<file path="config.mk">
export PLATFORM = sky130hd
export DESIGN_NAME = vga_anim_sequencer_flat
export DESIGN_NICKNAME = d
export VERILOG_FILES = /design/src/rtl/vga_anim_sequencer_if.sv /design/src/rtl/vga_anim_sequencer.sv /design/src/flat_wrapper.sv
export SDC_FILE = /design/constraint.sdc
export NUM_CORES = 1
export LEC_CHECK = 0
export ABC_AREA = 1
export CAP_MARGIN = 20
export CORE_MARGIN = 3
export CORE_UTILIZATION = 60
export CTS_BUF_LIST = sky130_fd_sc_hd__clkbuf_4 sky130_fd_sc_hd__clkbuf_8
export DETAILED_ROUTE_END_ITERATION = 7
export DONT_BUFFER_PORTS = 1
export PLACE_DENSITY = 0.74
export SYNTH_ARGS = -nofsm -noshare
export SYNTH_HDL_FRONTEND = slang
export SYNTH_SLANG_ARGS = --single-unit
</file>
<file path="constraint.sdc">
create_clock -name anim_clk -period 2 [get_ports anim_clk]
set_input_delay 0.5 -clock anim_clk [delete_from_list [all_inputs] [get_ports anim_clk]]
set_output_delay 0.5 -clock anim_clk [all_outputs]
set_load 0.05 [all_outputs]
</file>
<file path="src/rtl/vga_anim_sequencer_if.sv">
// Control and animation-output bundle between the user-control side and the
// animation sequencer.
interface vga_anim_sequencer_if;
   logic       mode_btn;
   logic       freeze;
   logic       dir;
   logic [1:0] speed;
   logic       key_hit;
   logic [5:0] phase;
   logic       fancy;
   logic       cursor_blink;
   logic       phase_wrap;

   // Control source: drives the raw user inputs, observes the animation state.
   modport master (
      output mode_btn, freeze, dir, speed, key_hit,
      input  phase, fancy, cursor_blink, phase_wrap
   );

   // Sequencer side: consumes the raw user inputs, produces the animation state.
   modport slave (
      input  mode_btn, freeze, dir, speed, key_hit,
      output phase, fancy, cursor_blink, phase_wrap
   );
endinterface

</file>
<file path="src/rtl/vga_anim_sequencer.sv">
// Animation timing source for the VGA text renderer (anim_clk domain).
// Synchronises the user controls, runs the OFF/RUN/HOLD mode machine with its
// colour-phase divider, and generates the cursor blink level.
module vga_anim_sequencer #(
   parameter int PHASE_DIV  = 1,
   parameter int PHASE_STEP = 1,
   parameter int BLINK_HALF = 6
) (
   input  logic                  anim_clk,
   input  logic                  rst,
   vga_anim_sequencer_if.slave   anim
);

   localparam logic [6:0] PHASE_COUNT = 7'd48;
   localparam logic [6:0] STEP        = 7'(PHASE_STEP);
   localparam int         BLINK_W     = (BLINK_HALF > 1) ? $clog2(BLINK_HALF) : 1;
   localparam logic [BLINK_W-1:0] BLINK_LAST = BLINK_W'(BLINK_HALF - 1);

   typedef enum logic [1:0] {
      OFF  = 2'd0,
      RUN  = 2'd1,
      HOLD = 2'd2
   } state_t;

   // Synchroniser stages, bit order {speed[1:0], key_hit, dir, freeze, mode_btn}
   logic [5:0] sync1_r;
   logic [5:0] sync2_r;
   logic       mode_prev_r;
   logic       key_prev_r;
   logic [1:0] speed_prev_r;
   logic       toggle_r;
   logic       key_edge_r;

   logic       freeze_s;
   logic       dir_s;
   logic [1:0] speed_s;

   state_t     state_r;
   logic [5:0] phase_r;
   logic       fancy_r;
   logic       wrap_r;
   logic [5:0] div_cnt_r;

   logic [BLINK_W-1:0] blink_cnt_r;
   logic               blink_r;

   logic [6:0] div_limit_s;
   logic [6:0] div_last_s;
   logic       div_term_s;
   logic       speed_change_s;
   logic [6:0] sum_s;
   logic [5:0] next_phase_s;
   logic       next_wrap_s;

   assign freeze_s = sync2_r[1];
   assign dir_s    = sync2_r[2];
   assign speed_s  = sync2_r[5:4];

   // Two-flop synchronisers plus registered rising-edge pulses for mode and key
   always_ff @(posedge anim_clk) begin
      if (rst) begin
         sync1_r      <= 6'd0;
         sync2_r      <= 6'd0;
         mode_prev_r  <= 1'b0;
         key_prev_r   <= 1'b0;
         speed_prev_r <= 2'd0;
         toggle_r     <= 1'b0;
         key_edge_r   <= 1'b0;
      end else begin
         sync1_r      <= {anim.speed, anim.key_hit, anim.dir, anim.freeze, anim.mode_btn};
         sync2_r      <= sync1_r;
         mode_prev_r  <= sync2_r[0];
         key_prev_r   <= sync2_r[3];
         speed_prev_r <= sync2_r[5:4];
         toggle_r     <= sync2_r[0] & ~mode_prev_r;
         key_edge_r   <= sync2_r[3] & ~key_prev_r;
      end
   end

   // Divider terminal count and the candidate next phase in the current direction
   always_comb begin
      div_limit_s    = 7'(PHASE_DIV) << speed_s;
      div_last_s     = div_limit_s - 7'd1;
      div_term_s     = ({1'b0, div_cnt_r} == div_last_s);
      speed_change_s = (speed_s != speed_prev_r);
      sum_s          = {1'b0, phase_r} + STEP;
      next_phase_s   = phase_r;
      next_wrap_s    = 1'b0;
      if (dir_s) begin
         if ({1'b0, phase_r} < STEP) begin
            next_phase_s = 6'({1'b0, phase_r} + PHASE_COUNT - STEP);
            next_wrap_s  = 1'b1;
         end else begin
            next_phase_s = 6'({1'b0, phase_r} - STEP);
            next_wrap_s  = 1'b0;
         end
      end else begin
         if (sum_s >= PHASE_COUNT) begin
            next_phase_s = 6'(sum_s - PHASE_COUNT);
            next_wrap_s  = 1'b1;
         end else begin
            next_phase_s = sum_s[5:0];
            next_wrap_s  = 1'b0;
         end
      end
   end

   // Mode machine with phase divider; toggle beats freeze, leaving RUN/HOLD zeroes the phase
   always_ff @(posedge anim_clk) begin
      if (rst) begin
         state_r   <= OFF;
         phase_r   <= 6'd0;
         fancy_r   <= 1'b0;
         wrap_r    <= 1'b0;
         div_cnt_r <= 6'd0;
      end else begin
         wrap_r <= 1'b0;
         case (state_r)
            OFF: begin
               phase_r   <= 6'd0;
               div_cnt_r <= 6'd0;
               if (toggle_r) begin
                  state_r <= RUN;
                  fancy_r <= 1'b1;
               end else begin
                  state_r <= OFF;
                  fancy_r <= 1'b0;
               end
            end
            RUN: begin
               if (toggle_r) begin
                  state_r   <= OFF;
                  fancy_r   <= 1'b0;
                  phase_r   <= 6'd0;
                  div_cnt_r <= 6'd0;
               end else if (freeze_s) begin
                  state_r <= HOLD;
                  fancy_r <= 1'b1;
                  if (speed_change_s) begin
                     div_cnt_r <= 6'd0;
                  end
               end else begin
                  state_r <= RUN;
                  fancy_r <= 1'b1;
                  if (speed_change_s) begin
                     div_cnt_r <= 6'd0;
                  end else if (div_term_s) begin
                     div_cnt_r <= 6'd0;
                     phase_r   <= next_phase_s;
                     wrap_r    <= next_wrap_s;
                  end else begin
                     div_cnt_r <= div_cnt_r + 6'd1;
                  end
               end
            end
            HOLD: begin
               if (toggle_r) begin
                  state_r   <= OFF;
                  fancy_r   <= 1'b0;
                  phase_r   <= 6'd0;
                  div_cnt_r <= 6'd0;
               end else begin
                  fancy_r <= 1'b1;
                  if (freeze_s) begin
                     state_r <= HOLD;
                  end else begin
                     state_r <= RUN;
                  end
                  if (speed_change_s) begin
                     div_cnt_r <= 6'd0;
                  end
               end
            end
            default: begin
               state_r   <= OFF;
               fancy_r   <= 1'b0;
               phase_r   <= 6'd0;
               div_cnt_r <= 6'd0;
            end
         endcase
      end
   end

   // Cursor blink half-period counter; a keypress restarts in the visible half
   always_ff @(posedge anim_clk) begin
      if (rst) begin
         blink_r     <= 1'b1;
         blink_cnt_r <= {BLINK_W{1'b0}};
      end else if (key_edge_r) begin
         blink_r     <= 1'b1;
         blink_cnt_r <= {BLINK_W{1'b0}};
      end else if (blink_cnt_r == BLINK_LAST) begin
         blink_r     <= ~blink_r;
         blink_cnt_r <= {BLINK_W{1'b0}};
      end else begin
         blink_cnt_r <= blink_cnt_r + BLINK_W'(1);
      end
   end

   assign anim.phase        = phase_r;
   assign anim.fancy        = fancy_r;
   assign anim.cursor_blink = blink_r;
   assign anim.phase_wrap   = wrap_r;

endmodule

</file>
<file path="src/flat_wrapper.sv">
// flat-port wrapper written by rule: the top's interface ports become plain ports
module vga_anim_sequencer_flat 
#(
   parameter int PHASE_DIV  = 1,
   parameter int PHASE_STEP = 1,
   parameter int BLINK_HALF = 6
)
  (anim_clk, rst, anim_mode_btn, anim_freeze, anim_dir, anim_speed, anim_key_hit, anim_phase, anim_fancy, anim_cursor_blink, anim_phase_wrap);
  vga_anim_sequencer_if anim_i ();
  input  logic anim_clk;
  input  logic rst;
  input wire logic [$bits(anim_i.mode_btn)-1:0] anim_mode_btn;
  input wire logic [$bits(anim_i.freeze)-1:0] anim_freeze;
  input wire logic [$bits(anim_i.dir)-1:0] anim_dir;
  input wire logic [$bits(anim_i.speed)-1:0] anim_speed;
  input wire logic [$bits(anim_i.key_hit)-1:0] anim_key_hit;
  output wire logic [$bits(anim_i.phase)-1:0] anim_phase;
  output wire logic [$bits(anim_i.fancy)-1:0] anim_fancy;
  output wire logic [$bits(anim_i.cursor_blink)-1:0] anim_cursor_blink;
  output wire logic [$bits(anim_i.phase_wrap)-1:0] anim_phase_wrap;
  assign anim_i.mode_btn = anim_mode_btn;
  assign anim_i.freeze = anim_freeze;
  assign anim_i.dir = anim_dir;
  assign anim_i.speed = anim_speed;
  assign anim_i.key_hit = anim_key_hit;
  assign anim_phase = anim_i.phase;
  assign anim_fancy = anim_i.fancy;
  assign anim_cursor_blink = anim_i.cursor_blink;
  assign anim_phase_wrap = anim_i.phase_wrap;
  vga_anim_sequencer #(.PHASE_DIV(PHASE_DIV), .PHASE_STEP(PHASE_STEP), .BLINK_HALF(BLINK_HALF)) u_core (.anim_clk(anim_clk), .rst(rst), .anim(anim_i));
endmodule
</file>
==> impl_metrics.ini <==
[run_status]
run_status = completed

[detailed_routing]
route.detailed.vias_per_inst = 5.02
residual_drc = 0
firstDrtPassIters = 4
initialDrtViolationCount = 106
antenna_violating_nets_post_route = 0
wire_per_inst_um = 10.7
postRouteWirelength_mm = 3.48
vias = 1626

[yosys]
seq_area_frac_synth = 0.405
leading_cell_type_by_number_of_instances_after_synthesis = nand2_1
synth_top_cell_by_area = dfxtp_1
synth_top_area_share = 0.405
synth_area_per_cell_sq_um = 6.98
ys.flop_type = dfxtp_1
synthDistinctLibCells = 30
synth-edff-count = 0
synth_area_leaders = dfxtp_1, nand2_1, inv_1, nor2_1, ha_1
synth_cells = 269
yosysWarningCount = 0
mappedNetlistArea_sq_um = 1880
yosys_reg_bits = 38
synth-async-reset-ratio = 0
synthesis.nets = 287
ys_top_cells_by_count = nand2_1, inv_1, dfxtp_1, nor2_1, nand3_1

[grt]
pin_count_of_the_biggest_net_entering_global_routing = 27
grt_pass1_wl_mm = 5.77
grt_antenna_before_repair = 0
grt_pass1_vias = 1368
grt_use_total = 0.205
residual_overflow_from_global_routing = 0

[run]
max_cap_viol_count = 0

[finish]
post_layout_nonfiller_instances = 324
num-fill-cells = 256
drive_gt1_frac = 0.145
num_antenna_cells = 0
seqCellArea_sq_um = 772
multiInputGateArea_sq_um = 938
nets = 299
postLayoutCellArea_sq_um = 2090
area_growth_pct = 11.1
fin_util = 0.726

[cts]
cts_max_path_buffers = 2
cts_hold_buffers = 0
postCtsSetupBuffers = 0
clkSinkCount = 38
clkTransAtPathRegs_ns = 0.11
clock-root-buffer = clkbuf_4
cts_inserted_buffers = 5
clock_tree.htree_level_count = 2
clk-insertion-delay-late_ns = 0.33
tritoncts_clock_tree = yes

[power_and_ir_drop]
swShare = 0.239
power_share_of_the_sequential_group = 0.610
p_int_mw = 0.999
peakVddDrop_mv = 0.521
power.density_cell_area_nw_per_um2 = 629
total_switching_power_mw = 0.314
p_leak_nw = 0.959
pwr-share-clk = 0.314
combPwrFrac = 0.077
power_mw = 1.31

[placed_design]
place_congestion = 0.914
dpl_worst_slack_ns = 0.0698
placed_area_sq_um = 1990
port-buffer-count = 0
placed_cells = 316
dp_hpwl_mm = 2.67

[die]
dieArea_sq_um = 3840
core_region_area_sq_um = 2880
pin_count = 17
initial_standard_cell_utilization_of_the_core = 0.653
die_x_um = 61.9
row_count = 19
floorplan.die.height_um = 61.9

[timing]
timing.setup.tns_ns = 0
final_max_slew_viol_count = 0
final_min_period_over_clock_period = 0.906
post-route-min-period_ns = 1.81
max_slew.worst_pin.slew_ns = 0.531
grt_setup_unrepaired = false
final.setup.worst_slack_ns = 0.189
worst_slew_margin = 0.646
achievable-frequency_ghz = 0.552
finalHoldViolCount = 0
skew_ns = 0.00814
hold-worst-slack_ns = 0.214
count_of_final_setup_violators = 0

[worst_setup_path]
timing_worst_setup_path_type = register to register
cp_num_buf_inv = 2
crit_slowest_cell = dfxtp_4
crit_chain = ha_4 > nand2_2 > nor2_4 > nand2_2 > nand2_2 > ha_1 > inv_1 > nor2_1 > nand3_1 > nand2_1 > inv_1 > nand2_1 > nand2_1 > nand2_1 > nand2_1 > nand2_1 > a21oi_2
cp-start-kind = register
setup.worst_path.end_class = register
worst_path_most_repeated_cell = nand2_1
worst_ep_required_ns = 2.24
largest_incremental_delay_on_the_critical_path_ns = 0.39
arrival_ns = 2.05
timing.critical_path.fanout_max = 6
worst_path_dominant_cell_family = simple AND/OR/NAND/NOR gates

[min_path]
hp-class = input port to register
## final timing paths
kind	start	endpoint	slack [ns]	cells past startpoint
worst max-delay path	u_core.anim.phase[1]	u_core.anim.phase[5]	0.19	17
worst min register to register	u_core.key_prev_r	u_core.key_edge_r	0.41	1
worst min-delay path	rst	u_core.anim.phase[5]	0.21	1
worst max register to register	u_core.anim.phase[1]	u_core.anim.phase[5]	0.19	17
## cell type report
cell class	instances	share of cell area
Clock buffer	7	0.0282
Sequential cell	38	0.370
Timing Repair Buffer	9	0.0324
Clock inverter	1	0.00240
Multi-Input combinational cell	176	0.450
Tap cell	42	0.0252
Inverter	51	0.0923
## what timing repair did
item,CTS,global route
gates resized for setup,0,10
hold endpoints to repair,0,0
endpoints found under the setup margin,0,3
## logic make-up after synthesis
logic type / after synthesis / synth area share
AO/OA/AOI/OAI: 31 / 0.102
XOR/XNOR: 3 / 0.0140
adder cells (fa/ha/maj): 10 / 0.0666
buffers and inverters: 55 / 0.111
flip-flops: 38 / 0.405
AND/OR/NAND/NOR: 132 / 0.301
## cell usage in the layout, fill, tap and decap left out, types with 4 or more instances in the layout
cell type  count
nor2_1        34
nand3_1       17
a21oi_1        8
inv_1         48
dfxtp_1       33
ha_1           9
nor2_2         4
nor3_1         5
nand2_1       58
nand4_1        5
o21ai_0       10
clkbuf_4       6
buf_4          9
## state kept, by name (all words and copies together), names as in the netlist, 2 cells and up
signal	cells
u_core.anim.phase	6
u_core.blink_cnt_r	3
u_core.div_cnt_r	6
u_core.speed_prev_r	2
u_core.state_r	2
u_core.sync1_r	6
u_core.sync2_r	6
## power by group through the flow
stage / clock (mW) / sequential [mW] / combinational, mW
6_report: 0.412 / 0.801 / 0.101
5_1_grt: 0.464 / 0.804 / 0.114
4_1_cts: 0.426 / 0.802 / 0.100
3_5_place_dp: 0 / 0.820 / 0.0996
3_3_place_gp: 0 / 0.818 / 0.0976
2_1_floorplan: 0 / 0.824 / 0.0765
## routing by layer
layer	global-route usage	up-vias	wire, um
met1	0.273	706	1730
met3	0.0661	4	170
met5	0	-	0
met4	0.0606	0	38
met2	0.317	45	1530
li1	-	871	-
Power figures use the tool's default switching activity.
